### config.mk
export PLATFORM = sky130hd
export DESIGN_NAME = cache_miss_handler
export DESIGN_NICKNAME = d
export VERILOG_FILES = /design/src/rtl/cache_miss_handler.sv
export SDC_FILE = /design/constraint.sdc
export NUM_CORES = 1
export LEC_CHECK = 0
export CORE_AREA = 5 5 181 183
export CTS_CLUSTER_SIZE = 10
export DETAILED_ROUTE_END_ITERATION = 10
export DIE_AREA = 0 0 186 188
export HOLD_SLACK_MARGIN = 0.06
export MAX_ROUTING_LAYER = met4
export RECOVER_POWER = 25
export SYNTH_ARGS = -nofsm -noshare
export SYNTH_HDL_FRONTEND = slang
export SYNTH_SLANG_ARGS = --single-unit
### constraint.sdc
create_clock -name clk -period 5.5 [get_ports clk]
set_clock_uncertainty 0.1 [all_clocks]
set_input_delay 0.55 -clock clk [delete_from_list [all_inputs] [get_ports clk]]
set_output_delay 0.55 -clock clk [all_outputs]
set_load 0.01 [all_outputs]
### src/rtl/cache_miss_handler.sv
// Per-CPU miss engine: optional dirty-victim writeback over the crossbar, then a
// bus Get (S or M), capture of the matching crossbar response, and a one-cycle
// fill pulse back to L1. A WAIT-state counter abandons requests that never get
// an answer and raises a sticky error.

package cache_miss_handler_pkg;

    localparam int unsigned XLEN           = 32;
    localparam int unsigned CACHELINE_SIZE = 64;
    localparam int unsigned CPU_ID_W       = 2;

    typedef enum logic [1:0] {
        BusNone = 2'd0,
        BusGetS = 2'd1,
        BusGetM = 2'd2,
        BusUpgr = 2'd3
    } bus_tx_t;

    typedef struct packed {
        logic                valid;
        bus_tx_t             bus_tx;
        logic [XLEN-1:0]     addr;
        logic [CPU_ID_W-1:0] source;
    } bus_msg_t;

    typedef struct packed {
        logic                      valid;
        logic                      writeback;
        logic [XLEN-1:0]           addr;
        logic [CACHELINE_SIZE-1:0] data;
        logic [CPU_ID_W-1:0]       destination;
    } xbar_msg_t;

endpackage

module cache_miss_handler
    import cache_miss_handler_pkg::*;
#(
    parameter int unsigned CPU_ID         = 0,
    parameter int unsigned TIMEOUT_CYCLES = 64
) (
    input  logic                      clk,
    input  logic                      rst,
    // L1 miss request
    input  logic                      miss_valid,
    output logic                      miss_ready,
    input  logic [XLEN-1:0]           miss_addr,
    input  logic                      miss_is_store,
    input  logic                      victim_dirty,
    input  logic [XLEN-1:0]           victim_addr,
    input  logic [CACHELINE_SIZE-1:0] victim_data,
    // Snooping bus
    output logic                      bus_req,
    input  logic                      bus_gnt,
    output bus_msg_t                  bus_out,
    // Crossbar to/from memory
    output xbar_msg_t                 xbar_out,
    input  xbar_msg_t                 xbar_in,
    // Fill back to L1
    output logic                      fill_valid,
    output logic [XLEN-1:0]           fill_addr,
    output logic [CACHELINE_SIZE-1:0] fill_data,
    output logic                      fill_is_modified,
    output logic                      timeout_err
);

    localparam int unsigned CntW = (TIMEOUT_CYCLES > 2) ? $clog2(TIMEOUT_CYCLES) : 1;
    localparam logic [CntW-1:0]     CntMax = CntW'(TIMEOUT_CYCLES - 1);
    localparam logic [CPU_ID_W-1:0] MyId   = CPU_ID_W'(CPU_ID);

    typedef enum logic [2:0] {
        StIdle,
        StWbArb,
        StArb,
        StWait,
        StFill
    } state_e;

    state_e                    state_q, state_d;
    logic [XLEN-1:0]           addr_q, addr_d;
    logic                      is_store_q, is_store_d;
    logic [XLEN-1:0]           vaddr_q, vaddr_d;
    logic [CACHELINE_SIZE-1:0] vdata_q, vdata_d;
    logic [CACHELINE_SIZE-1:0] data_q, data_d;
    logic [CntW-1:0]           cnt_q, cnt_d;
    logic                      timeout_q, timeout_d;

    // Ungated outputs; the final assigns force everything low during reset.
    logic                      miss_ready_c;
    logic                      bus_req_c;
    bus_msg_t                  bus_out_c;
    xbar_msg_t                 xbar_out_c;
    logic                      fill_valid_c;
    logic                      resp_match;

    // A response counts only if it is a data reply for our latched line addressed to us.
    assign resp_match = xbar_in.valid && !xbar_in.writeback &&
                        (xbar_in.destination == MyId) && (xbar_in.addr == addr_q);

    // State and latched transaction fields.
    always_ff @(posedge clk) begin
        if (rst) begin
            state_q    <= StIdle;
            addr_q     <= '0;
            is_store_q <= 1'b0;
            vaddr_q    <= '0;
            vdata_q    <= '0;
            data_q     <= '0;
            cnt_q      <= '0;
            timeout_q  <= 1'b0;
        end else begin
            state_q    <= state_d;
            addr_q     <= addr_d;
            is_store_q <= is_store_d;
            vaddr_q    <= vaddr_d;
            vdata_q    <= vdata_d;
            data_q     <= data_d;
            cnt_q      <= cnt_d;
            timeout_q  <= timeout_d;
        end
    end

    // Next-state logic and message generation.
    always_comb begin
        state_d      = state_q;
        addr_d       = addr_q;
        is_store_d   = is_store_q;
        vaddr_d      = vaddr_q;
        vdata_d      = vdata_q;
        data_d       = data_q;
        cnt_d        = cnt_q;
        timeout_d    = timeout_q;
        miss_ready_c = 1'b0;
        bus_req_c    = 1'b0;
        bus_out_c    = '0;
        xbar_out_c   = '0;
        fill_valid_c = 1'b0;

        unique case (state_q)
            StIdle: begin
                miss_ready_c = 1'b1;
                if (miss_valid) begin
                    addr_d     = miss_addr;
                    is_store_d = miss_is_store;
                    vaddr_d    = victim_addr;
                    vdata_d    = victim_data;
                    state_d    = victim_dirty ? StWbArb : StArb;
                end
            end

            StWbArb: begin
                bus_req_c = 1'b1;
                // The writeback goes out in its own grant cycle, ahead of the Get.
                if (bus_gnt) begin
                    xbar_out_c.valid       = 1'b1;
                    xbar_out_c.writeback   = 1'b1;
                    xbar_out_c.addr        = vaddr_q;
                    xbar_out_c.data        = vdata_q;
                    xbar_out_c.destination = '0;
                    state_d                = StArb;
                end
            end

            StArb: begin
                bus_req_c = 1'b1;
                if (bus_gnt) begin
                    bus_out_c.valid  = 1'b1;
                    bus_out_c.bus_tx = is_store_q ? BusGetM : BusGetS;
                    bus_out_c.addr   = addr_q;
                    bus_out_c.source = MyId;
                    // Memory may answer in the same cycle as the Get.
                    if (resp_match) begin
                        data_d  = xbar_in.data;
                        state_d = StFill;
                    end else begin
                        cnt_d   = '0;
                        state_d = StWait;
                    end
                end
            end

            StWait: begin
                // A match on the last allowed cycle still wins over the timeout.
                if (resp_match) begin
                    data_d  = xbar_in.data;
                    state_d = StFill;
                end else if (cnt_q == CntMax) begin
                    timeout_d = 1'b1;
                    state_d   = StIdle;
                end else begin
                    cnt_d = cnt_q + 1'b1;
                end
            end

            StFill: begin
                fill_valid_c = 1'b1;
                state_d      = StIdle;
            end

            default: begin
                state_d = StIdle;
            end
        endcase
    end

    assign miss_ready       = miss_ready_c && !rst;
    assign bus_req          = bus_req_c && !rst;
    assign bus_out          = rst ? '0 : bus_out_c;
    assign xbar_out         = rst ? '0 : xbar_out_c;
    assign fill_valid       = fill_valid_c && !rst;
    assign fill_addr        = fill_valid ? addr_q : '0;
    assign fill_data        = fill_valid ? data_q : '0;
    assign fill_is_modified = fill_valid && is_store_q;
    assign timeout_err      = timeout_q && !rst;

endmodule

==> results of run 1 <==
[critical path, stage by stage (launching register included)]
cell                       delay [ns]
sky130_fd_sc_hd__dfxtp_1         0.64
sky130_fd_sc_hd__nand2b_1        0.24
sky130_fd_sc_hd__or3_1           2.01
sky130_fd_sc_hd__buf_4           0.78
sky130_fd_sc_hd__nand2_1         0.13
sky130_fd_sc_hd__a21oi_1         0.15
[where the power goes]
group | total (mW) | internal (mW) | switching [mW]
sequential | 1.77 | 1.64 | 0.134
clock | 1.64 | 1.01 | 0.635
combinational | 1.02 | 0.405 | 0.619
[per-layer routing]
metal | part of all wire (%) | vias up | global-route usage, %
li1 | - | 4890 | -
met2 | 48 | 323 | 33.1
met3 | 9.7 | 47 | 7.04
met5 | 0 | - | -
met1 | 41 | 4522 | 24.6
met4 | 2.1 | 0 | 4.99
[logic make-up after synthesis]
kind of cell / count (synthesis) / synth area share [%]
mux: 1 / 0.106
compound gates: 280 / 15.4
xor+xnor: 33 / 3.07
buf+inv: 114 / 5.43
flops: 203 / 43.2
other cells: 1 / 0.0399
simple gates: 610 / 32.6
fa+ha+maj: 1 / 0.133
[synth_stat cells (2+ instances only)]
master and number:
sky130_fd_sc_hd__nand4_1 4, sky130_fd_sc_hd__buf_1 3, sky130_fd_sc_hd__inv_1 3, sky130_fd_sc_hd__and2_1 226
sky130_fd_sc_hd__a311o_1 2, sky130_fd_sc_hd__nand2b_1 6, sky130_fd_sc_hd__xnor2_1 4, sky130_fd_sc_hd__nand2_1 270
sky130_fd_sc_hd__dfxtp_1 203, sky130_fd_sc_hd__buf_4 5, sky130_fd_sc_hd__xor2_1 29, sky130_fd_sc_hd__buf_2 3
sky130_fd_sc_hd__nor2b_1 3, sky130_fd_sc_hd__o21ai_0 43, sky130_fd_sc_hd__o21ai_1 25, sky130_fd_sc_hd__nor4_1 11
sky130_fd_sc_hd__nor3_1 5, sky130_fd_sc_hd__clkbuf_1 92, sky130_fd_sc_hd__a21oi_1 199, sky130_fd_sc_hd__nor2_1 7
sky130_fd_sc_hd__or4_1 4, sky130_fd_sc_hd__buf_6 8, sky130_fd_sc_hd__nand3_1 66
[worst max path at each step]
stage          cells after the start  slack [ns]            end   startpoint
2_1_floorplan                      4        2.95  fill_data[34]          rst
3_3_place_gp                       8        1.87       cnt_q[5]  xbar_in[89]
3_5_place_dp                       8        1.84       cnt_q[5]  xbar_in[70]
4_1_cts                            7        1.44   xbar_out[65]   state_q[0]
5_1_grt                            5        0.85     vaddr_q[8]   state_q[1]
6_report                           5        1.30     vaddr_q[1]   state_q[1]
[through the flow]
step,util [%],setup WS (ns),instances
2_1_floorplan,-,2.95,1246
5_1_grt,48.5,0.852,2067
4_1_cts,48.5,1.44,2063
3_5_place_dp,45.8,1.84,2019
6_report,48.5,1.30,2067
3_3_place_gp,45.8,1.87,2019
[flip-flops by register name, indices dropped and copies added, names as in the netlist]
| signal | cells |
|---|---|
| addr_q | 32 |
| cnt_q | 6 |
| data_q | 64 |
| is_store_q | 1 |
| state_q | 3 |
| timeout_q | 1 |
| vaddr_q | 32 |
| vdata_q | 64 |
[area by class of cell]
type,instances,share of cell area [%]
Clock inverter,2,0.233
Antenna cell,4,0.0665
Sequential cell,203,27.0
Inverter,3,0.0748
Tap cell,402,3.34
Multi-Input combinational cell,929,32.3
Timing Repair Buffer,482,31.8
Clock buffer,42,5.19
==> run metrics, run 1 <==
cell area after synthesis=about 9400 µm²; Row Count=65; overall overflow remaining after global route=0; floorplan die height=188 µm; max frequency=between 0.2 and 0.25 GHz; combined area of the multi-input logic cells=between 4000 and 5000 µm²; relative max-transition margin=-82.9%; data arrival time of the critical path=about 4.5 ns; final weighted congestion in routability-driven placement=0.821; distinct cell type count after synthesis=45; largest net degree at the start of global routing=slightly below 100; Slew @ Worst Pin=around 2.7 ns; area share of the largest cell type after synthesis=43.2%; worst-case register-to-register setup slack=1.30 ns; Core Footprint=approximately 31000 µm²; Clock Tree Root=sky130_fd_sc_hd__clkbuf_16; Design Area, Final=approximately 15000 µm²; number of nets with antenna violations after routing=0; total vias in the final route=9782; kind of capture point of the worst setup path=flop; setup repair after global routing missed its margin=false; Hold EP=vdata_q[59]; count of cells resized by post-cts repair=0; required time of the critical path=between 5 and 6 ns; Final min period=~4.2 ns; number of storage elements in the synthesis netlist=approximately 200; ratio of cells with drive above 1 in the final layout=under 10%; category of the most critical setup path=reg2reg; final-report max-slew violation count=145; number of DRC markers after the initial detailed-route iteration=419; via count of the first global-routing pass=around 9600; placed standard-cell area=between 10000 and 15000 µm²; DRC violations left=0; mean cell area of the mapped netlist=between 7 and 8 µm²; global-route usage over all layers=between 20 and 25%; Horiz. Die Dim=between 150 and 200 µm; share of flip-flops with an asynchronous set or reset=0%; total number of yosys warnings=0; share of the yosys chip area belonging to registers=between 40% and 50%; leading cell type in the layout, fill and taps excluded=sky130_fd_sc_hd__clkdlybuf4s50_1; largest area contributor in the synthesized netlist=sky130_fd_sc_hd__dfxtp_1; quantity of hold-fixing buffers added after cts=0; die footprint=~35000 µm²; H-tree depth=1; nets@finish=1880; Routed Wire Length=36900 µm; Post-synth EDFFs=0; Reg clk slew, reported paths=0.05 ns; initial antenna violation count=4; # setup viols final=0; starting utilization of the core area=between 30% and 40%; final-report hold violation count=0; Gate Count Post-Synth=1243; area growth from synthesis to final layout=60.2%; post-route clock period utilization=approximately three quarters; number of max-capacitance violations reported=2; largest cells by area after synthesis=sky130_fd_sc_hd__dfxtp_1 (43%), sky130_fd_sc_hd__and2_1 (15%), sky130_fd_sc_hd__nand2_1 (11%); routed len/inst=~18 µm; startpoint of the tightest hold check path=vdata_q[59]; final total power=around 4.4 mW; number of cells on the worst reg-to-reg path=5; HPWL after detailed placement=around 26000 µm; clock tree from TritonCTS=built; clock sink count=203; number of buffers added by the clock tree synthesis step=26; maximum count of clock buffers along a single path=3; status=finished with violations; Hold Path Class=reg2reg; violated checks=capacitance limit, slew limit; via density per instance=between 4 and 5; Fill cells=3087; capture point of the worst reg-to-reg path=vaddr_q[1]; top_reg_cell synth=sky130_fd_sc_hd__dfxtp_1; category of the worst setup path launch point=flop; power density over cell area=295 nW/µm²; Lkg Pwr=around 5.4 nW; iteration count of the initial detailed-routing pass=4; Top-Level Pins=between 400 and 500; worst-skew pair later-pin latency=around 0.52 ns; number of post-CTS setup repair buffers=0; post-route worst hold slack=between 0.3 and 0.4 ns; wire length of the first global-routing pass=roughly 56000 µm; Worst Path Max Fanout=73; worst IR drop on VDD=between 150 and 200 µV; commonest cells after routing, fill and taps aside=sky130_fd_sc_hd__clkdlybuf4s50_1 (463), sky130_fd_sc_hd__nand2_1 (270), sky130_fd_sc_hd__and2_1 (226); hold path cells=2; flip-flop and latch area=~4100 µm²; launching point of the worst reg2reg path=state_q[1]; aggregate negative setup slack=0 ns; count of buffers inserted at the top-level ports=between 400 and 500
(Power assumes the default switching activity.)
==> run 2, diff against run 1 <==
CORE_AREA = 5 5 182 184   (was 5 5 181 183)
DIE_AREA = 0 0 187 189   (was 0 0 186 188)
clock period = 4 ns   (was 5.5 ns; I/O delays follow)
==> run metrics, run 2 (synthesis results as in run 1) <==
status=finished with violations; violated checks=capacitance limit, slew limit; floorplan die height=189 µm (+0.53%); Lkg Pwr=5.36 nW (-0.99%); startpoint of the tightest hold check path=rst; via count of the first global-routing pass=9733 (+1.4%); overall overflow remaining after global route=0 (unchanged); DRC violations left=0 (unchanged); final weighted congestion in routability-driven placement=0.849 (+3.4%); Worst Path Max Fanout=98 (+34%); worst IR drop on VDD=332 µV (+82%); Horiz. Die Dim=187 µm (+0.54%); setup repair after global routing missed its margin=false; commonest cells after routing, fill and taps aside=sky130_fd_sc_hd__clkdlybuf4s50_1 (464), sky130_fd_sc_hd__nand2_1 (270), sky130_fd_sc_hd__and2_1 (226); # setup viols final=0 (unchanged); maximum count of clock buffers along a single path=3 (unchanged); clock sink count=203 (unchanged); area growth from synthesis to final layout=59.2%; number of buffers added by the clock tree synthesis step=25 (-3.8%); worst slack after detailed placement=0.428 ns (-1.42 ns); relative max-transition margin=-0.00860% (+83 points); Hold Path Class=in2reg; final worst setup slack=0.447 ns (-0.848 ns); final-report hold violation count=0 (unchanged); nets@finish=1878 (-0.11%); number of post-CTS setup repair buffers=0 (unchanged); wire length of the first global-routing pass=56300 µm (+0.60%); Final min period=3.55 ns; starting utilization of the core area=30.1% (-0.16 points); end-of-flow core utilization=47.9% (-0.55 points); Reg clk slew, reported paths=0.06 ns (about the same); final-report max-slew violation count=8 (-94%); Routed Wire Length=36900 µm (-0.19%); required time of the critical path=3.50 ns (-2.33 ns); leading cell type in the layout, fill and taps excluded=sky130_fd_sc_hd__clkdlybuf4s50_1; Core Footprint=31200 µm² (+0.52%); number of cells on the worst reg-to-reg path=7 (+2); Clock Tree Root=sky130_fd_sc_hd__clkbuf_16; iteration count of the initial detailed-routing pass=5 (+1); post-route clock period utilization=a little under 90%; ratio of cells with drive above 1 in the final layout=3.45% (-0.28 points); count of buffers inserted at the top-level ports=467 (unchanged); HPWL after detailed placement=25400 µm (-2.2%); H-tree depth=1 (unchanged); kind of capture point of the worst setup path=output pin; global-route usage over all layers=20.2% (-0.32 points); max frequency=0.281 GHz; count of cells resized by post-cts repair=0 (unchanged); quantity of hold-fixing buffers added after cts=0 (unchanged); power density over cell area=396 nW/µm² (+34%); capture point of the worst reg-to-reg path=cnt_q[3]; die footprint=35300 µm² (+1.1%); clock tree from TritonCTS=built; Design Area, Final=15000 µm² (-0.61%); total vias in the final route=9793 (+0.11%); number of max-capacitance violations reported=1 (-1); via density per instance=4.76 (+0.55%); data arrival time of the critical path=3.05 ns (-1.49 ns); number of nets with antenna violations after routing=0 (unchanged); Slew @ Worst Pin=1.50 ns (-1.24 ns); initial antenna violation count=3 (-1); Hold EP=data_q[59]; launching point of the worst reg2reg path=addr_q[4]; Top-Level Pins=472 (unchanged); category of the worst setup path launch point=flop; hold path cells=2 (unchanged); Row Count=65 (unchanged); worst-case register-to-register setup slack=0.57 ns (-0.73 ns); largest net degree at the start of global routing=99 (unchanged); number of DRC markers after the initial detailed-route iteration=564 (+35%); post-route worst hold slack=0.136 ns (-0.211 ns); category of the most critical setup path=reg2out; routed len/inst=17.9 µm (+0.25%); worst-skew pair later-pin latency=0.52 ns (about the same); aggregate negative setup slack=0 ns (unchanged); placed standard-cell area=14300 µm² (+0.21%); Regs by FF count=data_q: 64 flops, vdata_q: 64 flops
==> run 2: changes by cell type in the layout (fill, tap and decap cells not counted), moves of 2 or more <==
cell,delta
sky130_fd_sc_hd__buf_4,-5
sky130_fd_sc_hd__clkbuf_1,-2
sky130_fd_sc_hd__clkbuf_2,+2
sky130_fd_sc_hd__clkbuf_16,-2
sky130_fd_sc_hd__clkbuf_8,-4
sky130_fd_sc_hd__buf_12,+2
==> run 2: how the worst max path moves through the flow <==
stage                      startpoint  cells after the start       endpoint
after floorplan                   rst                      4  fill_data[34]
after global placement    xbar_in[68]                      8       cnt_q[5]
after detailed placement  xbar_in[68]                      8       cnt_q[5]
after CTS                  state_q[0]                      7   xbar_out[66]
after global routing       state_q[0]                      7   xbar_out[27]
final                      state_q[0]                      7    xbar_out[8]
==> run 2: cell type report <==
type	instances	area [µm²]
Antenna cell	3	7.51
Clock buffer	34	669
Clock inverter	3	43.8
Fill cell	3126	16300
Inverter	3	11.3
Multi-Input combinational cell	929	4870
Sequential cell	203	4060
Tap cell	402	503
Timing Repair Buffer	481	4800
==> run 2: worst max-delay path: stages (launching register included) <==
cell and delay [ns]:
sky130_fd_sc_hd__dfxtp_1 0.69, sky130_fd_sc_hd__inv_1 0.22, sky130_fd_sc_hd__nor2_1 0.16, sky130_fd_sc_hd__nand2_1 0.08
sky130_fd_sc_hd__nor3_2 0.20, sky130_fd_sc_hd__buf_12 0.35, sky130_fd_sc_hd__and2_1 0.18, sky130_fd_sc_hd__clkdlybuf4s50_1 0.60
==> run 2: routing by layer <==
metal | track usage [%] | share of wire (%) | up-vias
met4 | 7.68 | 3.8 | 0
met5 | - | 0 | -
li1 | - | - | 4866
met2 | 32.1 | 46 | 351
met3 | 6.64 | 8.8 | 73
met1 | 23.9 | 42 | 4503
==> run 2: per-stage QoR <==
step	power [mW]	cells
floorplan	3.27	1246
finish	5.92	2058
CTS	6.03	2055
global placement	3.90	2018
global route	6.29	2058
detailed placement	3.92	2018
==> run 2: where the power goes <==
group	internal [mW]	switching [mW]	leakage (nW)
Clock	1.21	0.855	0.347
Sequential	2.25	0.184	1.65
Combinational	0.564	0.853	3.36
Total	4.03	1.89	5.36
